### src/rtl/commit_mem_sequencer_if.sv
// Memory-side request bus of the commit sequencer.
// Groups the dmem, dcache and icache request/payload lines with their addr_ok
// acknowledgements. master = sequencer side, slave = memory side.
interface commit_mem_sequencer_if;
    localparam int unsigned ADDR_W = 32;
    localparam int unsigned DATA_W = 32;

    logic              dmem_req;
    logic              dmem_wt;
    logic [ADDR_W-1:0] dmem_addr;
    logic [DATA_W-1:0] dmem_wd;
    logic [1:0]        dmem_size;
    logic [3:0]        dmem_write_en;
    logic              dmem_addr_ok;

    logic              dcache_req;
    logic [ADDR_W-1:0] dcache_addr;
    logic [2:0]        dcache_func;
    logic              dcache_addr_ok;

    logic              icache_req;
    logic [ADDR_W-1:0] icache_addr;
    logic [2:0]        icache_func;
    logic              icache_addr_ok;

    modport master (
        output dmem_req, dmem_wt, dmem_addr, dmem_wd, dmem_size, dmem_write_en,
        output dcache_req, dcache_addr, dcache_func,
        output icache_req, icache_addr, icache_func,
        input  dmem_addr_ok, dcache_addr_ok, icache_addr_ok
    );

    modport slave (
        input  dmem_req, dmem_wt, dmem_addr, dmem_wd, dmem_size, dmem_write_en,
        input  dcache_req, dcache_addr, dcache_func,
        input  icache_req, icache_addr, icache_func,
        output dmem_addr_ok, dcache_addr_ok, icache_addr_ok
    );
endinterface

### src/rtl/commit_mem_sequencer.sv
// Commit memory sequencer: latches a two-slot commit bundle and issues the
// older slot (1) then slot (0) to dmem / dcache / icache, one handshake each,
// then pulses done. A watchdog counter flags a sticky timeout on long stalls.
// Ports:
//   clk, reset (sync, active-low)
//   flush, valid, hold            - control inputs
//   kind/addr/wd/size/wstrb/wt/func - per-slot bundle fields, [1] is older
//   mem                           - request bus (master side)
//   busy, done, timeout           - status
module commit_mem_sequencer #(
    parameter int unsigned TMO_W = 8
) (
    input  logic            clk,
    input  logic            reset,
    input  logic            flush,
    input  logic            valid,
    input  logic [1:0][1:0] kind,
    input  logic [1:0][31:0] addr,
    input  logic [1:0][31:0] wd,
    input  logic [1:0][1:0] size,
    input  logic [1:0][3:0] wstrb,
    input  logic [1:0]      wt,
    input  logic [1:0][2:0] func,
    input  logic            hold,
    commit_mem_sequencer_if.master mem,
    output logic            busy,
    output logic            done,
    output logic            timeout
);
    localparam logic [1:0]       KIND_NONE = 2'b00;
    localparam logic [1:0]       KIND_DMEM = 2'b01;
    localparam logic [1:0]       KIND_DC   = 2'b10;
    localparam logic [1:0]       KIND_IC   = 2'b11;
    localparam logic [TMO_W-1:0] CNT_MAX   = '1;

    typedef enum logic [1:0] {IDLE, ISS1, ISS0, DONE} state_t;

    state_t           state, state_next;
    logic [1:0][1:0]  kind_q;
    logic [1:0][31:0] addr_q, wd_q;
    logic [1:0][1:0]  size_q;
    logic [1:0][3:0]  wstrb_q;
    logic [1:0]       wt_q;
    logic [1:0][2:0]  func_q;
    logic [TMO_W-1:0] cnt, cnt_next;
    logic             tmo_next;
    logic             in_iss, slot, handshake;
    logic             dreq, creq, ireq;
    logic [1:0]       kind_sel;

    // State register
    always_ff @(posedge clk) begin
        if (!reset) state <= IDLE;
        else        state <= state_next;
    end

    // Bundle latch, watchdog counter and sticky timeout
    always_ff @(posedge clk) begin
        if (!reset) begin
            kind_q  <= '0;
            addr_q  <= '0;
            wd_q    <= '0;
            size_q  <= '0;
            wstrb_q <= '0;
            wt_q    <= '0;
            func_q  <= '0;
            cnt     <= '0;
            timeout <= 1'b0;
        end else begin
            cnt     <= cnt_next;
            timeout <= tmo_next;
            if (state == IDLE && valid && !flush) begin
                kind_q  <= kind;
                addr_q  <= addr;
                wd_q    <= wd;
                size_q  <= size;
                wstrb_q <= wstrb;
                wt_q    <= wt;
                func_q  <= func;
            end
        end
    end

    // Next state, request decode and payload mux
    always_comb begin
        state_next         = state;
        dreq               = 1'b0;
        creq               = 1'b0;
        ireq               = 1'b0;
        cnt_next           = cnt;
        tmo_next           = timeout;
        mem.dmem_wt        = 1'b0;
        mem.dmem_addr      = '0;
        mem.dmem_wd        = '0;
        mem.dmem_size      = '0;
        mem.dmem_write_en  = '0;
        mem.dcache_addr    = '0;
        mem.dcache_func    = '0;
        mem.icache_addr    = '0;
        mem.icache_func    = '0;

        in_iss   = reset && (state == ISS1 || state == ISS0);
        slot     = (state == ISS1);
        kind_sel = kind_q[slot];

        if (in_iss) begin
            mem.dmem_wt       = wt_q[slot];
            mem.dmem_addr     = addr_q[slot];
            mem.dmem_wd       = wd_q[slot];
            mem.dmem_size     = size_q[slot];
            mem.dmem_write_en = wstrb_q[slot];
            mem.dcache_addr   = addr_q[slot];
            mem.dcache_func   = func_q[slot];
            mem.icache_addr   = addr_q[slot];
            mem.icache_func   = func_q[slot];
        end

        // hold only stalls the data side; flush kills everything
        if (in_iss && !flush) begin
            dreq = !hold && kind_sel == KIND_DMEM;
            creq = !hold && kind_sel == KIND_DC;
            ireq = kind_sel == KIND_IC;
        end
        handshake = (dreq && mem.dmem_addr_ok) || (creq && mem.dcache_addr_ok)
                 || (ireq && mem.icache_addr_ok);

        mem.dmem_req   = dreq;
        mem.dcache_req = creq;
        mem.icache_req = ireq;
        busy = reset && state != IDLE;
        done = reset && state == DONE;

        case (state)
            IDLE: if (valid) begin
                if (kind[1] != KIND_NONE)      state_next = ISS1;
                else if (kind[0] != KIND_NONE) state_next = ISS0;
                else                           state_next = DONE;
            end
            ISS1: if (handshake) state_next = (kind_q[0] != KIND_NONE) ? ISS0 : DONE;
            ISS0: if (handshake) state_next = DONE;
            DONE: state_next = IDLE;
            default: state_next = IDLE;
        endcase
        if (flush) state_next = IDLE;

        // Counter restarts on any state change or handshake, saturates otherwise
        if (state_next != state || handshake) cnt_next = '0;
        else if (in_iss && cnt != CNT_MAX)    cnt_next = cnt + TMO_W'(1);
        if (cnt_next == CNT_MAX) tmo_next = 1'b1;
    end
endmodule
### src/flat_wrapper.sv
// flat-port wrapper written by rule: the top's interface ports become plain ports
module commit_mem_sequencer_flat 
#(
    parameter int unsigned TMO_W = 8
)
  (clk, reset, flush, valid, kind, addr, wd, size, wstrb, wt, func, hold, busy, done, timeout, mem_dmem_req, mem_dmem_wt, mem_dmem_addr, mem_dmem_wd, mem_dmem_size, mem_dmem_write_en, mem_dcache_req, mem_dcache_addr, mem_dcache_func, mem_icache_req, mem_icache_addr, mem_icache_func, mem_dmem_addr_ok, mem_dcache_addr_ok, mem_icache_addr_ok);
  commit_mem_sequencer_if mem_i ();
  input  logic clk;
  input  logic reset;
  input  logic flush;
  input  logic valid;
  input  logic [1:0][1:0] kind;
  input  logic [1:0][31:0] addr;
  input  logic [1:0][31:0] wd;
  input  logic [1:0][1:0] size;
  input  logic [1:0][3:0] wstrb;
  input  logic [1:0] wt;
  input  logic [1:0][2:0] func;
  input  logic hold;
  output logic busy;
  output logic done;
  output logic timeout;
  output wire logic [$bits(mem_i.dmem_req)-1:0] mem_dmem_req;
  output wire logic [$bits(mem_i.dmem_wt)-1:0] mem_dmem_wt;
  output wire logic [$bits(mem_i.dmem_addr)-1:0] mem_dmem_addr;
  output wire logic [$bits(mem_i.dmem_wd)-1:0] mem_dmem_wd;
  output wire logic [$bits(mem_i.dmem_size)-1:0] mem_dmem_size;
  output wire logic [$bits(mem_i.dmem_write_en)-1:0] mem_dmem_write_en;
  output wire logic [$bits(mem_i.dcache_req)-1:0] mem_dcache_req;
  output wire logic [$bits(mem_i.dcache_addr)-1:0] mem_dcache_addr;
  output wire logic [$bits(mem_i.dcache_func)-1:0] mem_dcache_func;
  output wire logic [$bits(mem_i.icache_req)-1:0] mem_icache_req;
  output wire logic [$bits(mem_i.icache_addr)-1:0] mem_icache_addr;
  output wire logic [$bits(mem_i.icache_func)-1:0] mem_icache_func;
  input wire logic [$bits(mem_i.dmem_addr_ok)-1:0] mem_dmem_addr_ok;
  input wire logic [$bits(mem_i.dcache_addr_ok)-1:0] mem_dcache_addr_ok;
  input wire logic [$bits(mem_i.icache_addr_ok)-1:0] mem_icache_addr_ok;
  assign mem_dmem_req = mem_i.dmem_req;
  assign mem_dmem_wt = mem_i.dmem_wt;
  assign mem_dmem_addr = mem_i.dmem_addr;
  assign mem_dmem_wd = mem_i.dmem_wd;
  assign mem_dmem_size = mem_i.dmem_size;
  assign mem_dmem_write_en = mem_i.dmem_write_en;
  assign mem_dcache_req = mem_i.dcache_req;
  assign mem_dcache_addr = mem_i.dcache_addr;
  assign mem_dcache_func = mem_i.dcache_func;
  assign mem_icache_req = mem_i.icache_req;
  assign mem_icache_addr = mem_i.icache_addr;
  assign mem_icache_func = mem_i.icache_func;
  assign mem_i.dmem_addr_ok = mem_dmem_addr_ok;
  assign mem_i.dcache_addr_ok = mem_dcache_addr_ok;
  assign mem_i.icache_addr_ok = mem_icache_addr_ok;
  commit_mem_sequencer #(.TMO_W(TMO_W)) u_core (.clk(clk), .reset(reset), .flush(flush), .valid(valid), .kind(kind), .addr(addr), .wd(wd), .size(size), .wstrb(wstrb), .wt(wt), .func(func), .hold(hold), .mem(mem_i), .busy(busy), .done(done), .timeout(timeout));
endmodule
### config.mk
export PLATFORM = sky130hd
export DESIGN_NAME = commit_mem_sequencer_flat
export DESIGN_NICKNAME = d
export VERILOG_FILES = /design/src/rtl/commit_mem_sequencer_if.sv /design/src/rtl/commit_mem_sequencer.sv /design/src/flat_wrapper.sv
export SDC_FILE = /design/constraint.sdc
export NUM_CORES = 1
export LEC_CHECK = 0
export BUFFER_PORTS_ARGS = -buffer_cell sky130_fd_sc_hd__buf_4
export CAP_MARGIN = 20
export CORE_MARGIN = 3
export CORE_UTILIZATION = 44
export CTS_CLUSTER_DIAMETER = 30
export CTS_CLUSTER_SIZE = 40
export DETAILED_ROUTE_END_ITERATION = 8
export PLACE_DENSITY = 0.83
export SETUP_SLACK_MARGIN = 0.02
export SLEW_MARGIN = 20
export SYNTH_ARGS = -nofsm -noshare
export SYNTH_HDL_FRONTEND = slang
export SYNTH_SLANG_ARGS = --single-unit
### constraint.sdc
create_clock -name clk -period 2.3 [get_ports clk]
set_input_delay 0.345 -clock clk [delete_from_list [all_inputs] [get_ports clk]]
set_output_delay 0.345 -clock clk [all_outputs]
set_load 0.02 [all_outputs]
==> metrics.txt <==
global-route wire length before repair=33400 µm; length of the first detailed-routing pass in iterations=5; Worst-Skew Late Latency=~0.43 ns; remaining antenna violation count after routing=0; period utilization=109%; fraction of final layout cells with drive strength greater than 1=a little over a third; die area=roughly 19000 µm²; Die Height=approximately 140 µm; number of top-level design ports=between 300 and 400; total power after layout=between 0.007 and 0.008 W; Initial Utilization=a little under half; GP Congestion=around 0.9; worst slew margin relative to its limit=57.2%; count of clock tree sinks=163; CP Capture Type=flop; static leakage power=about 4.4 nW; slew of the pin with the lowest slew margin=0.642 ns; Final Setup Violations=just over 40; most repeated cell in the gate-level netlist after synthesis=sky130_fd_sc_hd__nand2_1; register area share after synthesis=42.8%; number of synthesis warnings=0; Setup Skew=about 0.0065 ns; via total after detailed routing=roughly 7600; post-synthesis cell count=1003; critical path required time=around 2.6 ns; worst-case vdd ir drop=around 0.00050 V; antenna cells=0; Crit path largest cell delay=approximately 0.50 ns; cell type group with the largest total delay on the critical path=compound AO/OA/AOI/OAI gates; Post-CTS Hold Buffers=0; library cell used as clock root buffer=sky130_fd_sc_hd__clkbuf_16; post-detailed-placement cell area=between 9000 and 10000 µm²; type of the worst min-delay path=in2reg; result of the run=finished, violations left; leading post-synthesis cells by instance count=sky130_fd_sc_hd__nand2_1 (314), sky130_fd_sc_hd__dfxtp_1 (163), sky130_fd_sc_hd__a21oi_1 (154); async set or reset register ratio after synthesis=0%; number of clock buffers inserted by TritonCTS=17; data arrival time of the critical path=roughly 2.8 ns; number of buffer and inverter instances along the worst setup path=1; power per unit of standard cell area=roughly 630 nW/µm²; setup repair after global routing missed its margin=yes; design area=11100 µm²; failing checks=negative setup slack; clock tree from TritonCTS=built; Worst Slack Setup Final=-0.201 ns; number of flip-flops and latches in the synthesized netlist=163; Detail Placement HPWL=around 15000 µm; average wire per cell in the routed design=16.3 µm; largest buffer count on any clock path=2; grt ovf=0; critical-path maximum fanout=6; Fmax achieved=approximately 400 MHz; maximum number of pins on one net before global-route repair=between 90 and 100; # Max-Cap Violations=0; drt initial violations=a little over 500; critical path class=reg2reg; antenna violations before repair=0; Post-Synthesis Net Count=about 1200; number of global-route vias before repair=between 6000 and 7000; EDFF count, synth=0; post-synthesis cell area=around 7600 µm²; cell with the largest stage delay on the worst path=sky130_fd_sc_hd__a221o_2; Final nets=1400; Worst Setup Slack post-DPL=-0.100 ns; clock transition at the registers of the reported paths=~0.06 ns; global-route usage over all layers=~22%; aggregate routed wire length=roughly 24000 µm; count of input and output buffers=306; largest area contributor in the synthesized netlist=sky130_fd_sc_hd__dfxtp_1; standard-cell rows=47; crit path cell chain=inv_4 > ha_4 > mux2i_4 > o31ai_1 > a221o_1 > a221o_2 > xnor2_4 > nor3_1; number of distinct library cells after synthesis=43; Setup crit start kind=flop; time the final worst path needs with I/O delays and setup=between 2 and 3 ns; Max Transition Viols Final=0; largest cells by area after synthesis=sky130_fd_sc_hd__dfxtp_1 (43%), sky130_fd_sc_hd__nand2_1 (15%), sky130_fd_sc_hd__mux2i_1 (10%), sky130_fd_sc_hd__a21oi_1 (10%), sky130_fd_sc_hd__buf_4 (6.6%); Via density=5.16; Core Footprint=16800 µm²; final hold vios=0; Synth-to-Final Area Change=45.1%; H-Tree Depth=4; die width=approximately 140 µm; most used flip-flop cell after synthesis=sky130_fd_sc_hd__dfxtp_1; mean instance size in the synthesized netlist=about 7.6 µm²; area fraction of the dominant cell type after synthesis=42.8%; total DRC errors in the routed layout=0
power by group:
group	total (W)	switching [W]	internal, W
combinational	0.00125	0.000656	0.000589
sequential	0.00305	0.0000840	0.00297
clock	0.00271	0.00123	0.00148
total	0.00700	0.00197	0.00503
logic make-up (layout without fill, tap and decap cells):
group           count (synthesis)  after routing  share of synthesized area (%)
flops                         163            163                           42.8
buf+inv                       143            387                           10.4
mux                            79             79                           10.4
simple gates                  432            432                           22.3
compound gates                176            176                           12.5
fa+ha+maj                       5              5                          0.820
xor+xnor                        5              6                          0.820
sequential cells by signal, indices dropped and copies added, names as in the netlist:
register        count
u_core.size_q       4
u_core.cnt          8
u_core.wd_q        64
u_core.state        2
u_core.kind_q       4
u_core.wt_q         2
u_core.timeout      1
u_core.wstrb_q      8
u_core.func_q       6
u_core.addr_q      64
routing by layer:
layer / GRT usage, % / share of wire [%] / vias to the layer above
li1: - / - / 3692
met1: 26.0 / 39 / 3567
met2: 39.5 / 52 / 270
met3: 5.04 / 6.6 / 44
met4: 7.96 / 2.4 / 0
met5: 0 / 0 / -
stage by stage:
stage,TNS (ns),util (%),hold slack (ns),instances
final,-1.79,66.0,0.155,1468
after global routing,-5.05,66.0,0.147,1468
after CTS,-0.288,63.1,0.140,1453
after detailed placement,-0.665,58.6,0.446,1415
after global placement,0,58.6,0.441,1415
after floorplan,-1.56,-,0.429,1003
final timing paths:
kind	start	endpoint	slack (ns)	cells after the start
max	u_core.state[1]$_SDFF_PN0_	u_core.cnt[5]$_SDFF_PN0_	-0.20	8
min	flush	u_core.state[1]$_SDFF_PN0_	0.16	2
max reg2reg	u_core.state[1]$_SDFF_PN0_	u_core.cnt[5]$_SDFF_PN0_	-0.20	8
min reg2reg	u_core.wd_q[26]$_SDFFE_PN0P_	u_core.wd_q[26]$_SDFFE_PN0P_	0.45	2
cells in the final DEF, fill, tap and decap left out, types with 10 or more instances in the layout:
cell type and n:
sky130_fd_sc_hd__a21oi_1 154, sky130_fd_sc_hd__buf_12 10, sky130_fd_sc_hd__buf_4 290, sky130_fd_sc_hd__buf_6 39, sky130_fd_sc_hd__clkbuf_16 21, sky130_fd_sc_hd__dfxtp_1 161
sky130_fd_sc_hd__mux2i_1 65, sky130_fd_sc_hd__nand2_1 313, sky130_fd_sc_hd__nor2_1 47, sky130_fd_sc_hd__nor2_2 30
what timing repair did:
action,CTS,global route
setup endpoints to repair,152,140
gates resized for setup,16,73
buffers inserted,3,9
gates cloned,3,6
pin swaps,5,5
layout make-up:
class / count / area, µm²
fill: 1390 / 5690
multi-input combinational: 698 / 3910
sequential: 163 / 3270
timing repair buffer: 347 / 3010
clock buffer: 19 / 453
tap: 220 / 275
clock inverter: 13 / 114
inverter: 8 / 37.5
No activity file was read; power rests on OpenSTA's default activity.
